==> config.mk <==
export PLATFORM = sky130hd
export DESIGN_NAME = lms_tap_sched
export DESIGN_NICKNAME = d
export VERILOG_FILES = /design/src/rtl/lms_tap_sched.sv
export SDC_FILE = /design/constraint.sdc
export NUM_CORES = 1
export LEC_CHECK = 0
export BUFFER_PORTS_ARGS = -buffer_cell sky130_fd_sc_hd__buf_4
export CORE_MARGIN = 3
export CORE_UTILIZATION = 45
export CTS_BUF_LIST = sky130_fd_sc_hd__clkbuf_8
export CTS_CLUSTER_SIZE = 40
export DETAILED_ROUTE_END_ITERATION = 10
export HOLD_SLACK_MARGIN = 0.1
export PLACE_DENSITY = 0.66
export SETUP_SLACK_MARGIN = 0.02
export SLEW_MARGIN = 20
export SYNTH_ARGS = -nofsm -noshare
export SYNTH_HDL_FRONTEND = slang
export SYNTH_SLANG_ARGS = --single-unit
export TNS_END_PERCENT = 100
==> constraint.sdc <==
create_clock -name clk -period 2.4 [get_ports clk]
set_clock_uncertainty 0.15 [all_clocks]
set_input_delay 0.72 -clock clk [delete_from_list [all_inputs] [get_ports clk]]
set_output_delay 0.72 -clock clk [all_outputs]
set_load 0.02 [all_outputs]
==> src/rtl/lms_tap_sched.sv <==
// LMS tap sequencer: walks the tap index through an FIR phase and an optional
// weight-update phase per accepted sample, with pipeline drains and a delayed
// weight-write strobe. All outputs come straight from flops.
module lms_tap_sched #(
  parameter int unsigned TAPS = 128,
  parameter int unsigned PIPE = 2
) (
  input  logic                     clk,
  input  logic                     rst,
  input  logic                     in_valid,
  input  logic                     adapt_en,
  input  logic                     ovr_clr,
  output logic [$clog2(TAPS)-1:0]  tap_addr,
  output logic                     mac_clr,
  output logic                     mac_en,
  output logic                     upd_en,
  output logic                     phase,
  output logic                     wt_we,
  output logic [$clog2(TAPS)-1:0]  wt_addr,
  output logic                     out_valid,
  output logic                     done,
  output logic                     busy,
  output logic                     overrun
);

  localparam int unsigned AW = $clog2(TAPS);
  localparam int unsigned DW = (PIPE > 1) ? $clog2(PIPE) : 1;
  localparam logic [AW-1:0] LAST_TAP = AW'(TAPS - 1);
  localparam logic [DW-1:0] LAST_DRN = DW'(PIPE - 1);

  typedef enum logic [2:0] {
    S_IDLE, S_FIR, S_FIR_DRAIN, S_UPD, S_UPD_DRAIN, S_DONE
  } state_t;

  state_t                  state_q, state_d;
  logic [AW-1:0]           cnt_q, cnt_d;
  logic [DW-1:0]           dcnt_q, dcnt_d;
  logic                    adapt_q, adapt_d;
  logic                    overrun_q, overrun_d;
  logic [AW-1:0]           tap_addr_q, tap_addr_d;
  logic                    mac_clr_q, mac_clr_d;
  logic                    mac_en_q, mac_en_d;
  logic                    upd_en_q, upd_en_d;
  logic                    phase_q, phase_d;
  logic                    out_valid_q, out_valid_d;
  logic                    done_q, done_d;
  logic                    busy_q, busy_d;
  logic [PIPE-1:0]         we_pipe_q, we_pipe_d;
  logic [PIPE-1:0][AW-1:0] wa_pipe_q, wa_pipe_d;
  logic                    ovr_evt;

  // Next-state, sequencing counters and registered output values
  always_comb begin
    state_d     = state_q;
    cnt_d       = cnt_q;
    dcnt_d      = dcnt_q;
    adapt_d     = adapt_q;
    out_valid_d = 1'b0;
    ovr_evt     = 1'b0;

    case (state_q)
      S_IDLE, S_DONE: begin
        if (in_valid) begin
          state_d = S_FIR;
          cnt_d   = '0;
          adapt_d = adapt_en;
        end else if (state_q == S_DONE) begin
          state_d = S_IDLE;
        end
      end
      S_FIR: begin
        ovr_evt = in_valid;
        if (cnt_q == LAST_TAP) begin
          state_d = S_FIR_DRAIN;
          dcnt_d  = '0;
        end else begin
          cnt_d = cnt_q + AW'(1);
        end
      end
      S_FIR_DRAIN: begin
        ovr_evt = in_valid;
        if (dcnt_q == LAST_DRN) begin
          out_valid_d = 1'b1;
          cnt_d       = '0;
          state_d     = adapt_q ? S_UPD : S_DONE;
        end else begin
          dcnt_d = dcnt_q + DW'(1);
        end
      end
      S_UPD: begin
        ovr_evt = in_valid;
        if (cnt_q == LAST_TAP) begin
          state_d = S_UPD_DRAIN;
          dcnt_d  = '0;
        end else begin
          cnt_d = cnt_q + AW'(1);
        end
      end
      S_UPD_DRAIN: begin
        ovr_evt = in_valid;
        if (dcnt_q == LAST_DRN) begin
          state_d = S_DONE;
        end else begin
          dcnt_d = dcnt_q + DW'(1);
        end
      end
      default: state_d = S_IDLE;
    endcase

    // A new overrun event wins over a simultaneous clear
    overrun_d  = ovr_evt | (overrun_q & ~ovr_clr);

    tap_addr_d = ((state_d == S_FIR) || (state_d == S_UPD)) ? cnt_d : '0;
    mac_en_d   = (state_d == S_FIR);
    mac_clr_d  = (state_d == S_FIR) && (cnt_d == '0);
    upd_en_d   = (state_d == S_UPD);
    phase_d    = (state_d == S_UPD) || (state_d == S_UPD_DRAIN);
    done_d     = (state_d == S_DONE);
    busy_d     = (state_d != S_IDLE);
  end

  // Write strobe/address delay line, PIPE stages behind the update strobe
  always_comb begin
    we_pipe_d    = we_pipe_q;
    wa_pipe_d    = wa_pipe_q;
    we_pipe_d[0] = upd_en_q;
    wa_pipe_d[0] = upd_en_q ? tap_addr_q : '0;
    for (int i = 1; i < int'(PIPE); i++) begin
      we_pipe_d[i] = we_pipe_q[i-1];
      wa_pipe_d[i] = wa_pipe_q[i-1];
    end
  end

  // State and output registers with synchronous reset
  always_ff @(posedge clk) begin
    if (rst) begin
      state_q     <= S_IDLE;
      cnt_q       <= '0;
      dcnt_q      <= '0;
      adapt_q     <= 1'b0;
      overrun_q   <= 1'b0;
      tap_addr_q  <= '0;
      mac_clr_q   <= 1'b0;
      mac_en_q    <= 1'b0;
      upd_en_q    <= 1'b0;
      phase_q     <= 1'b0;
      out_valid_q <= 1'b0;
      done_q      <= 1'b0;
      busy_q      <= 1'b0;
      we_pipe_q   <= '0;
      wa_pipe_q   <= '0;
    end else begin
      state_q     <= state_d;
      cnt_q       <= cnt_d;
      dcnt_q      <= dcnt_d;
      adapt_q     <= adapt_d;
      overrun_q   <= overrun_d;
      tap_addr_q  <= tap_addr_d;
      mac_clr_q   <= mac_clr_d;
      mac_en_q    <= mac_en_d;
      upd_en_q    <= upd_en_d;
      phase_q     <= phase_d;
      out_valid_q <= out_valid_d;
      done_q      <= done_d;
      busy_q      <= busy_d;
      we_pipe_q   <= we_pipe_d;
      wa_pipe_q   <= wa_pipe_d;
    end
  end

  assign tap_addr  = tap_addr_q;
  assign mac_clr   = mac_clr_q;
  assign mac_en    = mac_en_q;
  assign upd_en    = upd_en_q;
  assign phase     = phase_q;
  assign wt_we     = we_pipe_q[PIPE-1];
  assign wt_addr   = wa_pipe_q[PIPE-1];
  assign out_valid = out_valid_q;
  assign done      = done_q;
  assign busy      = busy_q;
  assign overrun   = overrun_q;

endmodule

==> impl_results.md, run 1 <==
- Top cell type by total area after synthesis: dfxtp_1
- Top-area cell type share of the netlist area: 0.525
- Top FF cell, synth: dfxtp_1
- Pin count of the biggest net entering global routing: 27
- Fmax: about 460 MHz
- CTS Buffer Depth: 2
- Crit Path Max Fanout: 10
- CP Launch Type: register
- DRC Markers: 0
- Count of final max-slew check failures: 0
- Clk Latency, worst-skew pair: around 0.29 ns
- FF+latch count, synth: between 40 and 50
- First-pass GRT wire length: approximately 5400 um
- EDFF count, synth: 0
- Peak VDD IR: around 0.00038 V
- Clock transition at path regs: approximately 0.08 ns
- Num CTS Buffers: 5
- Final ANT Viol Nets: 0
- Synth cell types: 43
- GRT overflow: 0
- Post-route setup slack: about 0.21 ns
- Final WL: approximately 3400 um
- Htree depth: 2
- Setup TNS: 0 ns
- Hold Buf Count CTS: 0
- Die Wd: around 66 um
- Tot Pwr: about 1.3 mW
- Layout fillers: between 300 and 400
- DR vias/cell: roughly 5.3
- Place WS: 0.0351 ns
- Vias in the first global route: between 1,000 and 1,500
- I/O pin total: 28
- Clock root cell: clkbuf_8
- Sequential element share of the synthesized area: 0.525
- Initial DRC Count: 94
- RSZ-0062 raised after global routing: no
- CORE AREA: between 0.003 and 0.004 mm^2
- Total track usage: 0.168
- Synthesized net count: 173
- Cts repair resizes: 0
- CTS tree: built
- Syn Area/Cell: 9.81 um^2
- Final hold violation count: 0
- Max-Cap Viols: 0
- Port bufs: 27
- Fraction of layout instances using a drive strength above 1: 0.250
- # nets final: approximately 210
- Worst Max-Slew Pin Slew: 0.642 ns
- Die height: about 66 um
- Via count: 1,307
- Post-Syn Instances: around 170
- Number of setup buffers added after CTS: 0
- Worst Path Arrival: about 2.3 ns
- CP Capture Type: register
- Slew margin rel.: 0.571
- Final setup vio count: 0
- Fin crit share: 0.911
- Static leakage: around 0.85 nW
- Initial Util: 0.480
- Crit path kind: register to register
- Ys Warns: 0
- Initial antenna violation count: 0
- P per Cell Area: 647 mW/mm^2
- Final Critical Period: around 2.2 ns
- Mapped Area: 0.00164 mm^2
- P&R area growth vs syn: 21.1%
- Number of antenna cells inserted: 0
- WL per Instance: about 14 um
- Placer Congestion: 0.901
- Worst hold path type: register to register
- DP HPWL: 2350 um
- FFs w/ async S/R, synth: 0
- Leading post-synthesis cells by cell area: dfxtp_1, nor2_1, nor2b_1
- Status: completed
- Pre-antenna DRT Iters: 4
- Sink Count: between 40 and 50
- Crit path required time: about 2.5 ns
- FP Rows: 21
- Die ar.: between 0.004 and 0.005 mm^2
==> layout make-up <==
class	instances	area, um^2	share of cell area
Sequential cell	43	861	0.434
Multi-Input combinational cell	110	696	0.351
Tap cell	46	57.6	0.0290
Clock inverter	3	20.0	0.0101
Inverter	3	11.3	0.00567
Clock buffer	5	68.8	0.0347
Timing Repair Buffer	36	270	0.136
==> synthesized netlist by cell type (2+ instances only) <==
| cell | count |
|---|---|
| a211oi_1 | 5 |
| a21o_1 | 2 |
| a21oi_1 | 4 |
| a31oi_1 | 5 |
| and2_1 | 10 |
| and3_1 | 4 |
| and4_1 | 2 |
| buf_2 | 3 |
| buf_6 | 3 |
| clkbuf_1 | 4 |
| dfxtp_1 | 43 |
| inv_1 | 3 |
| nand2_1 | 4 |
| nand3_1 | 3 |
| nand4_1 | 4 |
| nor2_1 | 24 |
| nor2b_1 | 12 |
| nor4bb_1 | 2 |
| o21ai_0 | 3 |
| o22ai_1 | 2 |
| or3_1 | 3 |
==> metal layers <==
metal,up-vias,GRT usage,part of all wire
met5,-,0,0
met4,0,0.0711,0.020
met3,8,0.0578,0.072
met2,49,0.250,0.45
met1,603,0.218,0.45
li1,647,-,-
==> state kept, by name, summed over array words and instances, names as in the netlist <==
| name | cells |
|---|---|
| we_pipe_q | 2 |
| phase | 1 |
| overrun | 1 |
| wa_pipe_d | 7 |
| out_valid | 1 |
| tap_addr | 7 |
| mac_clr | 1 |
| busy | 1 |
| wt_addr | 7 |
| cnt_q | 7 |
| mac_en | 1 |
| done | 1 |
| dcnt_q | 1 |
| adapt_q | 1 |
| upd_en | 1 |
| state_q | 3 |
==> stage by stage <==
step | area [um^2] | std cells | utilization | hold WS (ns)
after floorplan | 1640 | 167 | - | 0.264
after global placement | 1900 | 238 | 0.555 | 0.267
after detailed placement | 1900 | 238 | 0.555 | 0.279
after CTS | 1980 | 246 | 0.581 | 0.298
after global routing | 1980 | 246 | 0.581 | 0.314
final | 1980 | 246 | 0.581 | 0.295
==> worst max-delay path, stage by stage (launching register included) <==
cell      delay [ns]
dfxtp_1         0.35
ha_1            0.31
and4_4          0.25
a21oi_2         0.15
a311oi_2        0.06
or3_1           0.55
nor4_4          0.29
==> power by group <==
group	internal, mW	total [mW]	switching (mW)	leakage [nW]
Sequential	0.725	0.735	0.0100	0.348
Clock	0.202	0.451	0.249	0.0402
Combinational	0.0420	0.0977	0.0557	0.462
==> worst paths after layout <==
path	slack, ns	cells past startpoint	from	to
worst max-delay path	0.21	6	cnt_q[0]$_SDFF_PP0_	mac_clr$_SDFF_PP0_
worst min-delay path	0.30	1	wa_pipe_d[12]$_SDFF_PP0_	wt_addr[5]$_SDFF_PP0_
worst max register to register	0.21	6	cnt_q[0]$_SDFF_PP0_	mac_clr$_SDFF_PP0_
worst min register to register	0.30	1	wa_pipe_d[12]$_SDFF_PP0_	wt_addr[5]$_SDFF_PP0_
==> cell families after synthesis <==
group                      after synthesis  share of synthesized area
adders and majority gates                1                    0.00763
DFF                                     43                      0.525
buffers and inverters                   14                     0.0504
xor gates and xnor gates                 1                    0.00534
muxes                                    1                    0.00611
and+or+nand+nor                         75                      0.263
AOI/OAI and AO/OA                       32                      0.142
==> placed cells by master, fill, tap and decap left out, types with 2 or more instances in the layout <==
cell	synthesis	final
a211oi_1	5	5
a21o_1	2	2
a21oi_1	4	4
a31oi_1	5	5
and2_1	10	10
and3_1	4	4
and4_1	2	2
buf_4	1	36
clkbuf_8	0	5
clkinvlp_4	0	2
dfxtp_1	43	43
inv_1	3	3
nand2_1	4	4
nand3_1	3	3
nand4_1	4	4
nor2_1	24	24
nor2b_1	12	12
nor4bb_1	2	2
o21ai_0	3	3
o22ai_1	2	2
or3_1	3	3
No activity file was read; power rests on OpenSTA's default activity.
==> run 2, diff against run 1 <==
--- a/config.mk
+++ b/config.mk
@@ -12,7 +12,7 @@
 export CTS_CLUSTER_SIZE = 40
 export DETAILED_ROUTE_END_ITERATION = 10
 export HOLD_SLACK_MARGIN = 0.1
-export PLACE_DENSITY = 0.66
+export PLACE_DENSITY_LB_ADDON = 0.05
 export SETUP_SLACK_MARGIN = 0.02
 export SLEW_MARGIN = 20
 export SYNTH_ARGS = -nofsm -noshare
==> run 2 against run 1 <==
Register-to-register slack worse by 0.06 ns. Wire length fell by 4.0%. Die area is the same. Cell count fell by 1.2%. Core utilization grew 0.29 points. Highest routed layer unchanged.
==> impl_results.md, run 2 (synthesis gave the netlist of run 1 again) <==
- Placer Congestion: 0.770 (-15%)
- Fin crit share: 0.936 (+0.0253)
- Reg2Reg Capture Point: tap_addr[6]$_SDFF_PP0_
- Critical Path Slowest Stage Cell: dfxtp_1
- Initial Util: 0.480 (unchanged)
- WHS Path Cells: 1 (unchanged)
- DP HPWL: 2290 um (-2.5%)
- Finished Layout Cells: 243 (-1.2%)
- Vias in the first global route: 1,213 (+1.4%)
- CTS Buffer Depth: 2 (unchanged)
- CP Launch Type: register
- I/O pin total: 28 (unchanged)
- Pre-antenna DRT Iters: 4 (unchanged)
- Fin Hold WS: 0.289 ns (-0.00602 ns)
- Clock root cell: clkbuf_8
- Clock transition at path regs: 0.08 ns (about the same)
- Hold EP: wt_addr[6]$_SDFF_PP0_
- Initial antenna violation count: 0 (unchanged)
- Port bufs: 27 (unchanged)
- Crit path required time: 2.42 ns (-0.05 ns)
- WL per Instance: 13.5 um (-2.8%)
- Sink Count: 43 (unchanged)
- Worst Max-Slew Pin Slew: 0.544 ns (-0.0980 ns)
- Number of setup buffers added after CTS: 0 (unchanged)
- Hold path start: wa_pipe_d[13]$_SDFF_PP0_
- GRT overflow: 0 (unchanged)
- FP Rows: 21 (unchanged)
- Htree depth: 2 (unchanged)
- Clk Latency, worst-skew pair: 0.29 ns (about the same)
- Count of final max-slew check failures: 0 (unchanged)
- Slew margin rel.: 0.637 (+0.0663)
- Peak VDD IR: 0.000384 V (about the same)
- Cts repair resizes: 0 (unchanged)
- Fin area: 0.00199 mm^2 (+0.50%)
- Final Critical Period: 2.25 ns (+0.0608 ns)
- Critical path's top delay family: simple AND/OR/NAND/NOR gates
- Static leakage: 0.851 nW (+0.12%)
- Commonest non-fill, non-tap cell in the layout: dfxtp_1
- Final WL: 3280 um (-4.0%)
- Total track usage: 0.165 (-0.00285)
- WP buf/inv: 0 (unchanged)
- DRC Markers: 0 (unchanged)
- Worst hold path type: register to register
- Crit Path Max Fanout: 14 (+4)
- Via count: 1,278 (-2.2%)
- Fmax: 445 MHz (-2.7%)
- Placed insts: 235 (-1.3%)
- CP Capture Type: register
- First-pass GRT wire length: 5500 um (+1.0%)
- Pin count of the biggest net entering global routing: 27 (unchanged)
- Final hold violation count: 0 (unchanged)
- CORE AREA: 0.00342 mm^2 (unchanged)
- Initial DRC Count: 74 (-21%)
- Num CTS Buffers: 5 (unchanged)
- CP cell instances: or2b_1, and3_2, a311oi_2, or3_1, nor2_1
- Placed Area: 0.00187 mm^2 (-1.2%)
- Setup TNS: 0 ns (unchanged)
- R2R Setup Slk: 0.15 ns (-0.06 ns)
- RSZ-0062 raised after global routing: no
- DR vias/cell: 5.26 (-1.0%)
- Number of antenna cells inserted: 0 (unchanged)
- Crit path kind: register to register
- # nets final: 202 (-1.5%)
- CTS tree: built
- Layout fillers: 292 (-7.6%)
- Final ANT Viol Nets: 0 (unchanged)
- P&R area growth vs syn: 21.7%
- Die Wd: 66.4 um (unchanged)
- Max-Cap Viols: 0 (unchanged)
- Status: completed
- Launch point of the worst reg-to-reg path: state_q[2]$_SDFF_PP0_
- Final setup vio count: 0 (unchanged)
- P per Cell Area: 693 mW/mm^2 (+7.1%)
- Max stage delay on crit path: 0.64 ns (+0.09 ns)
- Die height: 66.4 um (unchanged)
- Worst Path Arrival: 2.26 ns (about the same)
- Fraction of layout instances using a drive strength above 1: 0.249 (-0.00127)
- Hold Buf Count CTS: 0 (unchanged)
- Worst-case reg-to-reg path depth: 5 (-1)
- Most frequent cells in the layout: dfxtp_1, buf_4, nor2_1, nor2b_1, and2_1
- Die ar.: 0.00440 mm^2 (unchanged)
run 2: area by class of cell:
class                           count  area, um^2  area share
Multi-Input combinational cell    110         704       0.353
Timing Repair Buffer               33         248       0.124
Clock buffer                        5        68.8      0.0345
Tap cell                           46        57.6      0.0289
Inverter                            3        11.3     0.00565
Clock inverter                      3        43.8      0.0220
Sequential cell                    43         861       0.432
run 2: worst max-delay path by stage:
stage	from	endpoint	slack [ns]	depth (start not counted)
after detailed placement	in_valid	mac_clr$_SDFF_PP0_	0.01	6
after CTS	state_q[2]$_SDFF_PP0_	mac_clr$_SDFF_PP0_	0.17	5
after global routing	state_q[2]$_SDFF_PP0_	tap_addr[6]$_SDFF_PP0_	0.03	5
after global placement	in_valid	mac_clr$_SDFF_PP0_	0.06	6
final	state_q[2]$_SDFF_PP0_	tap_addr[6]$_SDFF_PP0_	0.15	5
after floorplan	in_valid	mac_clr$_SDFF_PP0_	0.25	6
run 2: metal layers:
layer	track usage	routed length [um]	vias up
li1	-	-	645
met1	0.216	1510	592
met2	0.254	1520	34
met3	0.0391	195	7
met4	0.0761	55	0
met5	0	0	-
run 2: report_power, final:
part	switching (mW)	total, mW	internal (mW)	leakage [nW]
clock network	0.239	0.549	0.310	0.0581
logic	0.0570	0.0989	0.0419	0.445
registers	0.00958	0.735	0.725	0.348
run 2: through the flow:
stage / utilization / total power, mW / setup slack (ns)
2_1_floorplan: - / 0.817 / 0.254
3_5_place_dp: 0.548 / 0.849 / 0.0125
5_1_grt: 0.584 / 1.44 / 0.0297
3_3_place_gp: 0.548 / 0.846 / 0.0618
6_report: 0.584 / 1.38 / 0.153
4_1_cts: 0.581 / 1.40 / 0.170
run 2: worst register-to-register path: stages (launching register included):
cell      delay (ns)
dfxtp_1         0.64
or2b_1          0.33
and3_2          0.21
a311oi_2        0.27
or3_1           0.42
nor2_1          0.10
